File: src/rtl/uart_pkg.sv
// Shared UART definitions: receiver state encoding and default frame geometry,
// common to the receiver, transmitter and baud divider.
package uart_pkg;

  localparam int UART_DATA_BITS  = 8;
  localparam int UART_OVERSAMPLE = 16;

  typedef enum logic [2:0] {
    IDLE   = 3'd0,
    START  = 3'd1,
    DATA   = 3'd2,
    PARITY = 3'd3,
    STOP   = 3'd4,
    BREAK  = 3'd5
  } uart_state_t;

endpackage

File: src/rtl/uart_rx_sync.sv
// Two-flop synchronizer for the asynchronous serial line; both stages reset
// to the idle-high level so reset never looks like a start bit.
module uart_rx_sync (
  input  logic clk,
  input  logic rst,
  input  logic d,
  output logic q
);

  logic meta;

  // NOTE: non-blocking assignments make meta and q a true two-stage shift;
  // blocking ones would collapse them into a single flop.
  always_ff @(posedge clk) begin
    if (rst) begin
      meta <= 1'b1;
      q    <= 1'b1;
    end else begin
      meta <= d;
      q    <= meta;
    end
  end

endmodule

File: src/rtl/uart_rx_fsm.sv
// Oversampling 8N1 UART receiver clocked by clk and advanced by the divider's
// tick enable. Define UART_RX_PARITY_EN to add a parity bit and parity_err.
module uart_rx_fsm
  import uart_pkg::*;
#(
  parameter int DATA_BITS  = UART_DATA_BITS,
  parameter int OVERSAMPLE = UART_OVERSAMPLE
`ifdef UART_RX_PARITY_EN
  ,
  parameter bit PARITY_ODD = 1'b0
`endif
) (
  input  logic                 clk,
  input  logic                 rst,
  input  logic                 tick,
  input  logic                 rx_in,
  output logic [DATA_BITS-1:0] rx_data,
  output logic                 rx_valid,
  output logic                 frame_err,
`ifdef UART_RX_PARITY_EN
  output logic                 parity_err,
`endif
  output logic                 busy
);

  localparam int CW = $clog2(OVERSAMPLE);
  localparam int BW = $clog2(DATA_BITS);
  localparam logic [CW-1:0] CNT_HALF = CW'(OVERSAMPLE / 2 - 1);
  localparam logic [CW-1:0] CNT_LAST = CW'(OVERSAMPLE - 1);
  localparam logic [BW-1:0] BIT_LAST = BW'(DATA_BITS - 1);

  uart_state_t          state;
  logic [CW-1:0]        cnt;
  logic [BW-1:0]        bit_idx;
  logic [DATA_BITS-1:0] shreg;
  logic                 rx_s;
`ifdef UART_RX_PARITY_EN
  logic                 par_bad;
`endif

  uart_rx_sync u_sync (
    .clk (clk),
    .rst (rst),
    .d   (rx_in),
    .q   (rx_s)
  );

  assign busy = (state != IDLE);

  always_ff @(posedge clk) begin
    if (rst) begin
      state     <= IDLE;
      cnt       <= '0;
      bit_idx   <= '0;
      // NOTE: the shift register is reset as well; it is a handful of flops,
      // not a RAM, and a defined value keeps rx_data traceable after reset.
      shreg     <= '0;
      rx_data   <= '0;
      rx_valid  <= 1'b0;
      frame_err <= 1'b0;
`ifdef UART_RX_PARITY_EN
      parity_err <= 1'b0;
      par_bad    <= 1'b0;
`endif
    end else begin
      // Strobes default low every clk so each lasts exactly one cycle,
      // regardless of tick spacing.
      rx_valid  <= 1'b0;
      frame_err <= 1'b0;
`ifdef UART_RX_PARITY_EN
      parity_err <= 1'b0;
`endif
      if (tick) begin
        unique case (state)
          IDLE: begin
            if (!rx_s) begin
              state <= START;
              cnt   <= '0;
            end
          end
          START: begin
            if (cnt == CNT_HALF) begin
              // Mid start bit: a line already back high was only a glitch.
              cnt     <= '0;
              bit_idx <= '0;
              state   <= rx_s ? IDLE : DATA;
            end else begin
              cnt <= cnt + 1'b1;
            end
          end
          DATA: begin
            if (cnt == CNT_LAST) begin
              cnt     <= '0;
              shreg   <= {rx_s, shreg[DATA_BITS-1:1]};
              bit_idx <= bit_idx + 1'b1;
              if (bit_idx == BIT_LAST) begin
`ifdef UART_RX_PARITY_EN
                state <= PARITY;
`else
                state <= STOP;
`endif
              end
            end else begin
              cnt <= cnt + 1'b1;
            end
          end
`ifdef UART_RX_PARITY_EN
          PARITY: begin
            if (cnt == CNT_LAST) begin
              cnt     <= '0;
              par_bad <= rx_s ^ (^shreg) ^ PARITY_ODD;
              state   <= STOP;
            end else begin
              cnt <= cnt + 1'b1;
            end
          end
`endif
          STOP: begin
            if (cnt == CNT_LAST) begin
              cnt <= '0;
              if (rx_s) begin
                // Returning to IDLE mid stop bit lets the next start edge
                // be caught immediately for back-to-back frames.
                state <= IDLE;
`ifdef UART_RX_PARITY_EN
                if (par_bad) begin
                  parity_err <= 1'b1;
                end else begin
                  rx_data  <= shreg;
                  rx_valid <= 1'b1;
                end
`else
                rx_data  <= shreg;
                rx_valid <= 1'b1;
`endif
              end else begin
                frame_err <= 1'b1;
                state     <= BREAK;
              end
            end else begin
              cnt <= cnt + 1'b1;
            end
          end
          BREAK: begin
            if (rx_s) begin
              state <= IDLE;
            end
          end
          default: state <= IDLE;
        endcase
      end
    end
  end

endmodule

File: config.mk
export PLATFORM = sky130hd
export DESIGN_NAME = uart_rx_fsm
export DESIGN_NICKNAME = d
export VERILOG_FILES = /design/src/rtl/uart_pkg.sv /design/src/rtl/uart_rx_sync.sv /design/src/rtl/uart_rx_fsm.sv
export SDC_FILE = /design/constraint.sdc
export NUM_CORES = 1
export LEC_CHECK = 0
export ABC_CLOCK_PERIOD_IN_PS = 1800
export CAP_MARGIN = 10
export CORE_AREA = 3 3 57 59
export DETAILED_ROUTE_END_ITERATION = 8
export DIE_AREA = 0 0 60 62
export GPL_TIMING_DRIVEN = 0
export HOLD_SLACK_MARGIN = 0.15
export PLACE_DENSITY = 0.72
export SYNTH_ARGS = -nofsm -noshare
export SYNTH_HDL_FRONTEND = slang
export SYNTH_SLANG_ARGS = --single-unit
File: constraint.sdc
create_clock -name clk -period 1.8 [get_ports clk]
set_input_delay 0.36 -clock clk [delete_from_list [all_inputs] [get_ports clk]]
set_output_delay 0.36 -clock clk [all_outputs]
set_load 0.03 [all_outputs]
Word level (Yosys, flattened, before mapping). Index checks and enable logic that the tools add are counted.

Bits in registers: 30. Input port bits: 4. Word-level logic and storage cells: 56.

Reduce and logical (&&, ||, !) cells: 11. Add/subtract/negate cells: 2. Bitwise operators: 3. Eq/ne operators: 13. Multiplexer cells: 18.

Operators by type and width (number): $mux W3 (9); $pmux W3 S5 (1); $mux W4 (3); $pmux W4 S3 (1); $ne A2 B2 Y1 const B (5); $eq A3 B3 Y1 const B (3); $reduce_and A4 Y1 (2); $reduce_and A7 Y1 (1); $pmux W3 S2 (1); $reduce_and A3 Y1 (2); $reduce_bool A3 Y1 (2); $add A4 B1 Y4 const B (1); $eq A4 B3 Y1 const B (1); $eq A4 B4 Y1 const B (1); $reduce_or A4 Y1 (1); $add A3 B1 Y3 const B (1); $eq A3 B1 Y1 const B (1); $eq A3 B2 Y1 const B (1); $logic_not A3 Y1 (1); $not A1 Y1 (3); $mux W1 (2); $mux W2 (1); $ne A2 B1 Y1 const B (1); $reduce_bool A2 Y1 (1); $reduce_or A2 Y1 (1).

Logic depth before layout (Yosys ltp).
Word-level depth: 4. Depth in mapped cells: 6. Gate-level depth less buffers: 6.

Hierarchy. Synthesis repeated with hierarchy kept, for this count alone.

Cells, all modules: 134. Area, all modules: 1351.3 um2.

Modules (own cells, without submodules): uart_rx_fsm (times used 1, cells an instance 130, area an instance 1298.7 um2, seq. area each 560.5 um2); uart_rx_sync (times used 1, cells an instance 4, area an instance 52.6 um2, seq. area each 40.0 um2).

Least setup slack after synthesis. OpenSTA, ideal clock, no wires.

Path type: reg2reg. From: register cnt[0]. To: register state[2]. Setup slack: 0.152 ns. Arrival: 1.565 ns. Required time: 1.717 ns. Stages on the path, launching flop included: 6. Period minus slack after synthesis: 1.648 ns. Setup time: 0.083 ns. Path buffers: 0. Cells stage by stage: dfxtp_1 > ha_1 > and3b_1 > a211o_1 > a311o_1 > o221ai_1.

Longest elaborated chain between the ends: 3. Elaborated cells between the ends (all ways): 6. Those cells by class: 5 x eq/ne; 1 x reduce/logical.

RTL lines: from (decl) (RTL line uart_rx_fsm.sv:33) `logic [CW-1:0] cnt;`; from (signal assigned) (RTL line uart_rx_fsm.sv:88) `cnt <= cnt + 1'b1;`; from (signal assigned) (RTL line uart_rx_fsm.sv:104) `cnt <= cnt + 1'b1;`; from (signal assigned) (RTL line uart_rx_fsm.sv:141) `cnt <= cnt + 1'b1;`; $eq A4 B4 Y1 / $eq A4 B3 Y1 (equally long branches) (RTL line uart_rx_fsm.sv:92, uart_rx_fsm.sv:119, uart_rx_fsm.sv:82); $ne A2 B2 Y1 (no source line); $reduce_and A7 Y1 (no source line) *; to (signal assigned) (RTL line uart_rx_fsm.sv:86) `state <= rx_s ? IDLE : DATA;`; to (decl) (RTL line uart_rx_fsm.sv:32) `uart_state_t state;`.

Mark *: on every way between the ends. The rest lies on a longest branch, timed or not. A chain may end at the register's enable or synchronous reset.

Worst setup path in the final report.
From: register rx_data[7]. To: output port rx_data[7].

RTL lines: from (decl) (RTL line uart_rx_fsm.sv:17) `output logic [DATA_BITS-1:0] rx_data,`; from (signal assigned) (RTL line uart_rx_fsm.sv:133) `rx_data <= shreg;`.

No word-level cell between the ends.

==> flow_summary.json <==
{
  "status": "complete, no violations",
  "layout_setup_ws_ns": 0.0463,
  "grt_setup_unrepaired": "false",
  "postSynthCellCount": 148,
  "cts_tree": "yes",
  "cts-root-buf": "clkbuf_4",
  "via_per_inst": 5.81,
  "final_area_um2": 1690,
  "path_clk_slew_ns": 0.11,
  "coreArea_um2": 2760,
  "power_leakage_uw": 0.000682,
  "cts_resized": 5,
  "port-buffer-count": 14,
  "period_needed_ns": 1.75,
  "cts_sinks": 30,
  "cpPeakStageDelay_ns": 0.68,
  "die_w_um": 60,
  "drive_gt1_share_pct": 14.1,
  "die_area_um2": 3720,
  "wl_per_cell_um": 15.0,
  "required_ns": 1.44,
  "final_antenna_net_count": 0,
  "worstSetupPathType": "flop to primary output",
  "timing.hold.ws_ns": 0.417,
  "r2r-end": "state[2]$_SDFFE_PP0P_",
  "r2r-start": "cnt[0]$_SDFFE_PP0P_",
  "worstSetupStartpointType": "flop",
  "peakVddDrop_v": 0.000700,
  "clk_latency_ns": 0.34,
  "drt_first_iter_violations": 56,
  "max_freq_mhz": 570,
  "finalCritPeriodShare_pct": 97.4,
  "r2r_slack_ns": 0.07,
  "hold_viol_final": 0,
  "grt_max_degree": 11,
  "antenna_found_initial": 0,
  "postCtsSetupBuffers": 0,
  "numCtsBuffers": 5,
  "cp_num_buf_inv": 1,
  "crit_path_end_kind": "primary output",
  "cts_max_level": 2,
  "ys_warn_count": 0,
  "synth_top_area_share_pct": 43.6,
  "syn-num-nets": 155,
  "finalMaxSlewViolations": 0,
  "drc": 0,
  "fillers": 236,
  "setup_viol": 0,
  "area_delta_synth_final_pct": 23.0,
  "slew_headroom_pct": 67.2,
  "ff2ff_path_depth": 5,
  "grt_pass1_wl_um": 4860,
  "holdPathStages": 1,
  "dpl.hpwl_um": 2050,
  "postSynthAreaPerCell_um2": 9.30,
  "p_per_area_nw_per_um2": 853,
  "netlist_area_um2": 1380,
  "fp-row-count": 19,
  "yosysSeqAreaShare_pct": 43.6,
  "hold_end": "u_sync.q$_SDFF_PP1_",
  "synth_seq_cells": 30,
  "initial_core_util_pct": 49.9,
  "cp_top_family": "buffers and inverters",
  "vias": 1167,
  "arrival_ns": 1.39,
  "antenna_cells": 0,
  "cp_max_fo": 2,
  "drt-total-wl_um": 3010,
  "hp-class": "flop to flop",
  "cts_hold_buf": 0,
  "cp-startpoint": "rx_data[7]$_SDFFE_PP0P_",
  "yosys-top-cells-area": "dfxtp_1, mux2i_1, nor2_1",
  "synth_top_area_cell": "dfxtp_1",
  "cts_buffer_depth": 2,
  "maxCapViolCount": 0,
  "place_area_um2": 1560,
  "worst_pin_slew_ns": 0.492,
  "path_cells": "clkdlybuf4s50_1",
  "io_pins": 15,
  "gp_congestion": 0.831,
  "overflow": 0,
  "dr.pass1.iters": 4,
  "die_y_um": 62,
  "clock_skew_ns": 0.0100,
  "dp_slack_ns": -0.301,
  "cp_slowest_cell": "clkdlybuf4s50_1",
  "utilization_pct": 61.4,
  "ys_types": 39,
  "fin_nets": 176,
  "grt_pass1_vias": 1117,
  "grt_usage_pct": 17.8,
  "hp-start": "u_sync.meta$_SDFF_PP1_"
}
[worst register-to-register path, stage by stage (launching register included)]
cell and delay [ns]:
dfxtp_1 0.37, ha_4 0.20, and3b_1 0.19, a211o_1 0.33, a311o_1 0.39, o221ai_1 0.19
[logic make-up after synthesis]
kind of cell             Yosys count  share of synthesized area, %
AND/OR/NAND/NOR                   62                          23.7
flip-flops                        30                          43.6
AO/OA/AOI/OAI                     22                          12.8
multiplexers                      16                          11.6
buffers and inverters             14                          4.82
adder cells (fa/ha/maj)            3                          2.73
XOR/XNOR                           1                         0.636
[layout make-up]
| cell class | count | area [um2] | area share, % |
|---|---|---|---|
| multi-input cells | 104 | 724 | 42.8 |
| flip-flops and latches | 30 | 603 | 35.6 |
| repair buffers | 14 | 144 | 8.50 |
| clock inverters | 2 | 60.1 | 3.55 |
| plain buffers | 10 | 56.3 | 3.33 |
| clock buffers | 6 | 51.3 | 3.03 |
| well taps | 31 | 38.8 | 2.29 |
| inverters | 4 | 15.0 | 0.887 |
[per-layer routing]
layer  track usage [%]  vias to the layer above  wire length [um]  part of all wire, %
met3              6.61                        8               212                  7.0
met2              28.7                       40              1420                   47
met5                 0                        -                 0                    0
met1              20.9                      548              1310                   43
met4              8.86                        0                65                  2.2
li1                  -                      571                 -                    -
[synthesized netlist by cell type]
master     instances
o221ai_1           1
nand2b_1           5
o21ai_0            1
buf_6              1
mux2i_1           16
nor3_1             2
a32oi_1            1
or4b_1             1
nand2_1            8
nor2_1            20
clkbuf_1           4
a211o_1            1
a41o_1             1
a21oi_1            6
nand4_1            4
o22ai_1            1
ha_1               3
or3b_4             1
a31oi_1            1
inv_1              4
a21boi_0           2
or2_2              2
and4_1             2
o21ba_2            1
o211ai_1           1
nand3b_1           2
xnor2_1            1
o2bb2ai_1          1
and3_1             2
o21ai_1            1
and3b_1            1
a311o_1            1
nand3_1            9
a2111oi_4          1
buf_2              5
dfxtp_1           30
or4_1              1
a2111oi_0          1
nor3b_1            2
[where the power goes]
part	internal (uW)	switching [uW]
logic	20.4	33.1
registers	666	3.97
clock network	470	250
[flip-flops by register name, indices dropped and copies added, names as in the netlist]
register,cells
shreg,8
frame_err,1
rx_data,8
u_sync.q,1
state,3
u_sync.meta,1
bit_idx,3
rx_valid,1
cnt,4
[worst max-delay path by stage]
| stage | endpoint | slack (ns) | cells after the start |
|---|---|---|---|
| after floorplan | state[2]$_SDFFE_PP0P_ | 0.15 | 5 |
| final | rx_data[7] | 0.05 | 1 |
| after detailed placement | shreg[7]$_SDFFE_PP0P_ | -0.30 | 6 |
| after global placement | shreg[0]$_SDFFE_PP0P_ | -0.25 | 6 |
| after CTS | busy | 0.01 | 3 |
| after global routing | state[2]$_SDFFE_PP0P_ | 0.01 | 5 |
[per-stage QoR]
step / cells / TNS, ns / total power [uW]
2_1_floorplan: 148 / 0 / 717
3_3_place_gp: 193 / -3.56 / 736
3_5_place_dp: 193 / -4.63 / 739
4_1_cts: 201 / 0 / 1450
6_report: 201 / 0 / 1440
5_1_grt: 201 / 0 / 1480
[placed cells by master, fill, tap and decap left out, drive strengths merged, types with 2 or more instances in the layout]
| master | Yosys | final |
|---|---|---|
| nand4 | 4 | 4 |
| buf | 6 | 5 |
| bufinv | 0 | 2 |
| and4 | 2 | 2 |
| nor3b | 2 | 2 |
| and3 | 2 | 2 |
| nand2 | 8 | 8 |
| dfxtp | 30 | 30 |
| ha | 3 | 3 |
| nand2b | 5 | 5 |
| nor2 | 20 | 20 |
| a21oi | 6 | 6 |
| nor3 | 2 | 2 |
| nand3 | 9 | 9 |
| o21ai | 2 | 2 |
| a2111oi | 2 | 2 |
| clkbuf | 4 | 11 |
| nand3b | 2 | 2 |
| a21boi | 2 | 2 |
| mux2i | 16 | 16 |
| inv | 4 | 4 |
| clkdlybuf4s50 | 0 | 12 |
| or2 | 2 | 2 |
No activity file was read; power rests on OpenSTA's default activity.
==> edit, RTL diff (same flow settings) <==
The 6 states of `uart_state_t` get a one-hot encoding in 6 bits.
--- a/src/rtl/uart_pkg.sv
+++ b/src/rtl/uart_pkg.sv
@@ -7,9 +7,9 @@
 
-  typedef enum logic [2:0] {
-    IDLE   = 3'd0,
-    START  = 3'd1,
-    DATA   = 3'd2,
-    PARITY = 3'd3,
-    STOP   = 3'd4,
-    BREAK  = 3'd5
+  typedef enum logic [5:0] {
+    IDLE   = 6'b000001,
+    START  = 6'b000010,
+    DATA   = 6'b000100,
+    PARITY = 6'b001000,
+    STOP   = 6'b010000,
+    BREAK  = 6'b100000
   } uart_state_t;
Behaviour: same outputs for any inputs over 10 cycles, from zero or initial values and one cycle with rst high; not proved beyond that.
==> edit against the original RTL <==
  * Cell count grew 7.5%
  * Die area stayed put
  * Highest routed layer unchanged
  * Sequential share of layout area up 1.1 points
  * Non-clock buffer count is the same
  * Setup slack better by 0.042 ns
  * Design area grew 3.2%
  * Sequential cell count increased by 2
  * Power shrank 11%
  * Largest cell class unchanged
  * Synthesized area grew 7.0%
  * Critical endpoint is now bit_idx[0]$_SDFFE_PP0P_
  * Register-to-register slack improved by 0.02 ns
  * Wire length up 3.9%
==> edit: results (changes against the original RTL) <==
Run status
  – Status: completed (unchanged)

Setup path
  – R2R depth: 7 (was 5)
  – Crit path DAT: 1.91 ns (was 1.39 ns)
  – Critical Path End: bit_idx[0]$_SDFFE_PP0P_ (was rx_data[7])
  – Reg2Reg Setup Slack: 0.09 ns (was 0.07 ns)
  – Crit Path Max Fanout: 10 (was 2)
  – CP Launch Point: cnt[0]$_SDFFE_PP0P_ (was rx_data[7]$_SDFFE_PP0P_)

Cells and area
  – Antenna Cells: 0 (unchanged)
  – Fill count: 236 (unchanged)
  – Share of layout cells above drive strength 1: 0.173 (was 0.141)
  – Final #Nets: 191 (was 176)
  – Top Registers: rx_data x8, shreg x8, state x5 (was rx_data x8, shreg x8, cnt x4)

Clock tree
  – Total CTS buffers: 5 (unchanged)
  – CTS root buffer: clkbuf_4 (unchanged)
  – Clock latency on the worst-skew pair: 0.32 ns (was 0.34 ns)
  – Clk slew on worst S/H paths: 0.10 ns
  – Clock Path Buffers: 2 (unchanged)
  – H-Tree Level Count: 2 (unchanged)

Logic synthesis
  – Adder-cell share of the synthesized area: 0.0255 (was 0.0273)
  – Register area share after synthesis: 0.435 (was 0.436)
  – Top area cells in the synthesized netlist: dfxtp_1 44%, mux2i_1 5.4%, a21oi_1 5.1%, nor2_1 4.8%, nand2_1 4.3% (was dfxtp_1 44%, mux2i_1 12%, nor2_1 5.5%, nand3_1 3.3%, ha_1 2.7%)
  – Post-synth top cells: 32 x dfxtp_1, 19 x nor2_1, 17 x nand2_1 (was 30 x dfxtp_1, 20 x nor2_1, 16 x mux2i_1)
  – Asr flop ratio synth: 0 (unchanged)
  – Mapped Nets: 171 (was 155)
  – YS warnings: 0 (unchanged)
  – Main flop type after synthesis: dfxtp_1 (unchanged)
  – Post-synthesis mux area share: 0.0620 (was 0.116)
  – Synth cell types: 45 (was 39)
  – Post-synthesis xor/xnor area fraction: 0.0170 (was 0.00636)
  – Compound-Gate Fraction of Synth Area: 0.154 (was 0.128)

Pwr
  – Maximum vdd ir drop: 0.722 mV (was 0.700 mV)
  – Leakage power: 0.732 nW (was 0.682 nW)

Timing
  – Worst Max-Slew Pin Slew: 0.479 ns (was 0.492 ns)
  – Layout Skew: 0.0117 ns (was 0.0100 ns)

Route
  – DRT Pass-1 Iters: 4 (unchanged)
  – WL final: 3130 µm (was 3010 µm)
  – DR vias: 1224 (was 1167)
  – Initial drt markers: 76 (was 56)

Place
  – Placement Cell Area: 1640 µm² (was 1560 µm²)
  – # port buffers: 13 (was 14)
  – DPL Wire Length: 2220 µm (was 2050 µm)
  – Routability congestion estimate: 0.868 (was 0.831)

GRT
  – First-pass GRT wire length: 5060 µm (was 4860 µm)
  – Largest net degree at the start of global routing: 11 (unchanged)
  – Initial antenna violation count: 0 (unchanged)
  – Total GRT Usage: 0.181 (was 0.178)
  – Vias in the first global route: 1109 (was 1117)

Min path
  – Hold crit path type: in -> reg (was reg -> reg)
==> edit: changes by cell type in the layout (fill, tap and decap cells not counted), moves of 3 or more <==
cell      delta
nand4_1      -3
a21oi_1      +9
nand2b_1     -4
mux2i_1      -8
nand2_1      +9
dfxtp_1      +3
and3_1       +3
==> edit: how the worst min path moves through the flow <==
stage	startpoint	to	slack [ns]	cells after the start
finish	tick	cnt[2]$_SDFFE_PP0P_	0.39	3
global placement	u_sync.meta$_SDFF_PP1_	u_sync.q$_SDFF_PP1_	0.39	1
CTS	tick	cnt[2]$_SDFFE_PP0P_	0.37	3
detailed placement	u_sync.meta$_SDFF_PP1_	u_sync.q$_SDFF_PP1_	0.40	1
floorplan	u_sync.meta$_SDFF_PP1_	u_sync.q$_SDFF_PP1_	0.39	1
global route	tick	cnt[2]$_SDFFE_PP0P_	0.39	3
==> edit: metal layers <==
| metal | share of wire | vias to the layer above | global-route usage |
|---|---|---|---|
| met1 | 0.47 | 576 | 0.245 |
| met4 | 0.0083 | 0 | 0.0506 |
| met2 | 0.49 | 21 | 0.289 |
| li1 | - | 625 | - |
| met3 | 0.031 | 2 | 0.0434 |
| met5 | 0 | - | 0 |
==> edit: power breakdown <==
group          switching (W)  internal [W]
Combinational      0.0000349     0.0000191
Sequential        0.00000184      0.000711
Clock               0.000234      0.000291
Total               0.000271       0.00102
==> edit: stage by stage <==
stage	hold slack [ns]	utilization	TNS, ns	setup slack (ns)	std cells
3_5_place_dp	0.404	0.595	-3.77	-0.223	208
4_1_cts	0.373	0.626	-0.0180	-0.0180	216
5_1_grt	0.387	0.633	0	0.00285	216
3_3_place_gp	0.392	0.595	-4.08	-0.246	208
2_1_floorplan	0.389	-	0	0.202	164
6_report	0.388	0.633	0	0.0886	216
==> edit: cell type report <==
type | count | share of cell area
Multi-Input combinational cell | 118 | 0.450
Sequential cell | 32 | 0.367
Timing Repair Buffer | 13 | 0.0716
Buffer | 11 | 0.0387
Clock buffer | 6 | 0.0236
Tap cell | 31 | 0.0222
Clock inverter | 2 | 0.0201
Inverter | 3 | 0.00645
==> edit: repair_timing <==
item / 4_1_cts / 5_1_grt
endpoints found under the setup margin: 4 / 14
setup buffers: 0 / 0
hold buffers: 0 / 0
resized for setup: 5 / 9
==> edit: critical path, cell delays in order, from the launching register on <==
cell and delay [ns]:
dfxtp_2 0.35, ha_2 0.20, and3_1 0.21, and2_1 0.20, buf_4 0.19, nand2_4 0.12
nor2_2 0.06, mux2_2 0.26
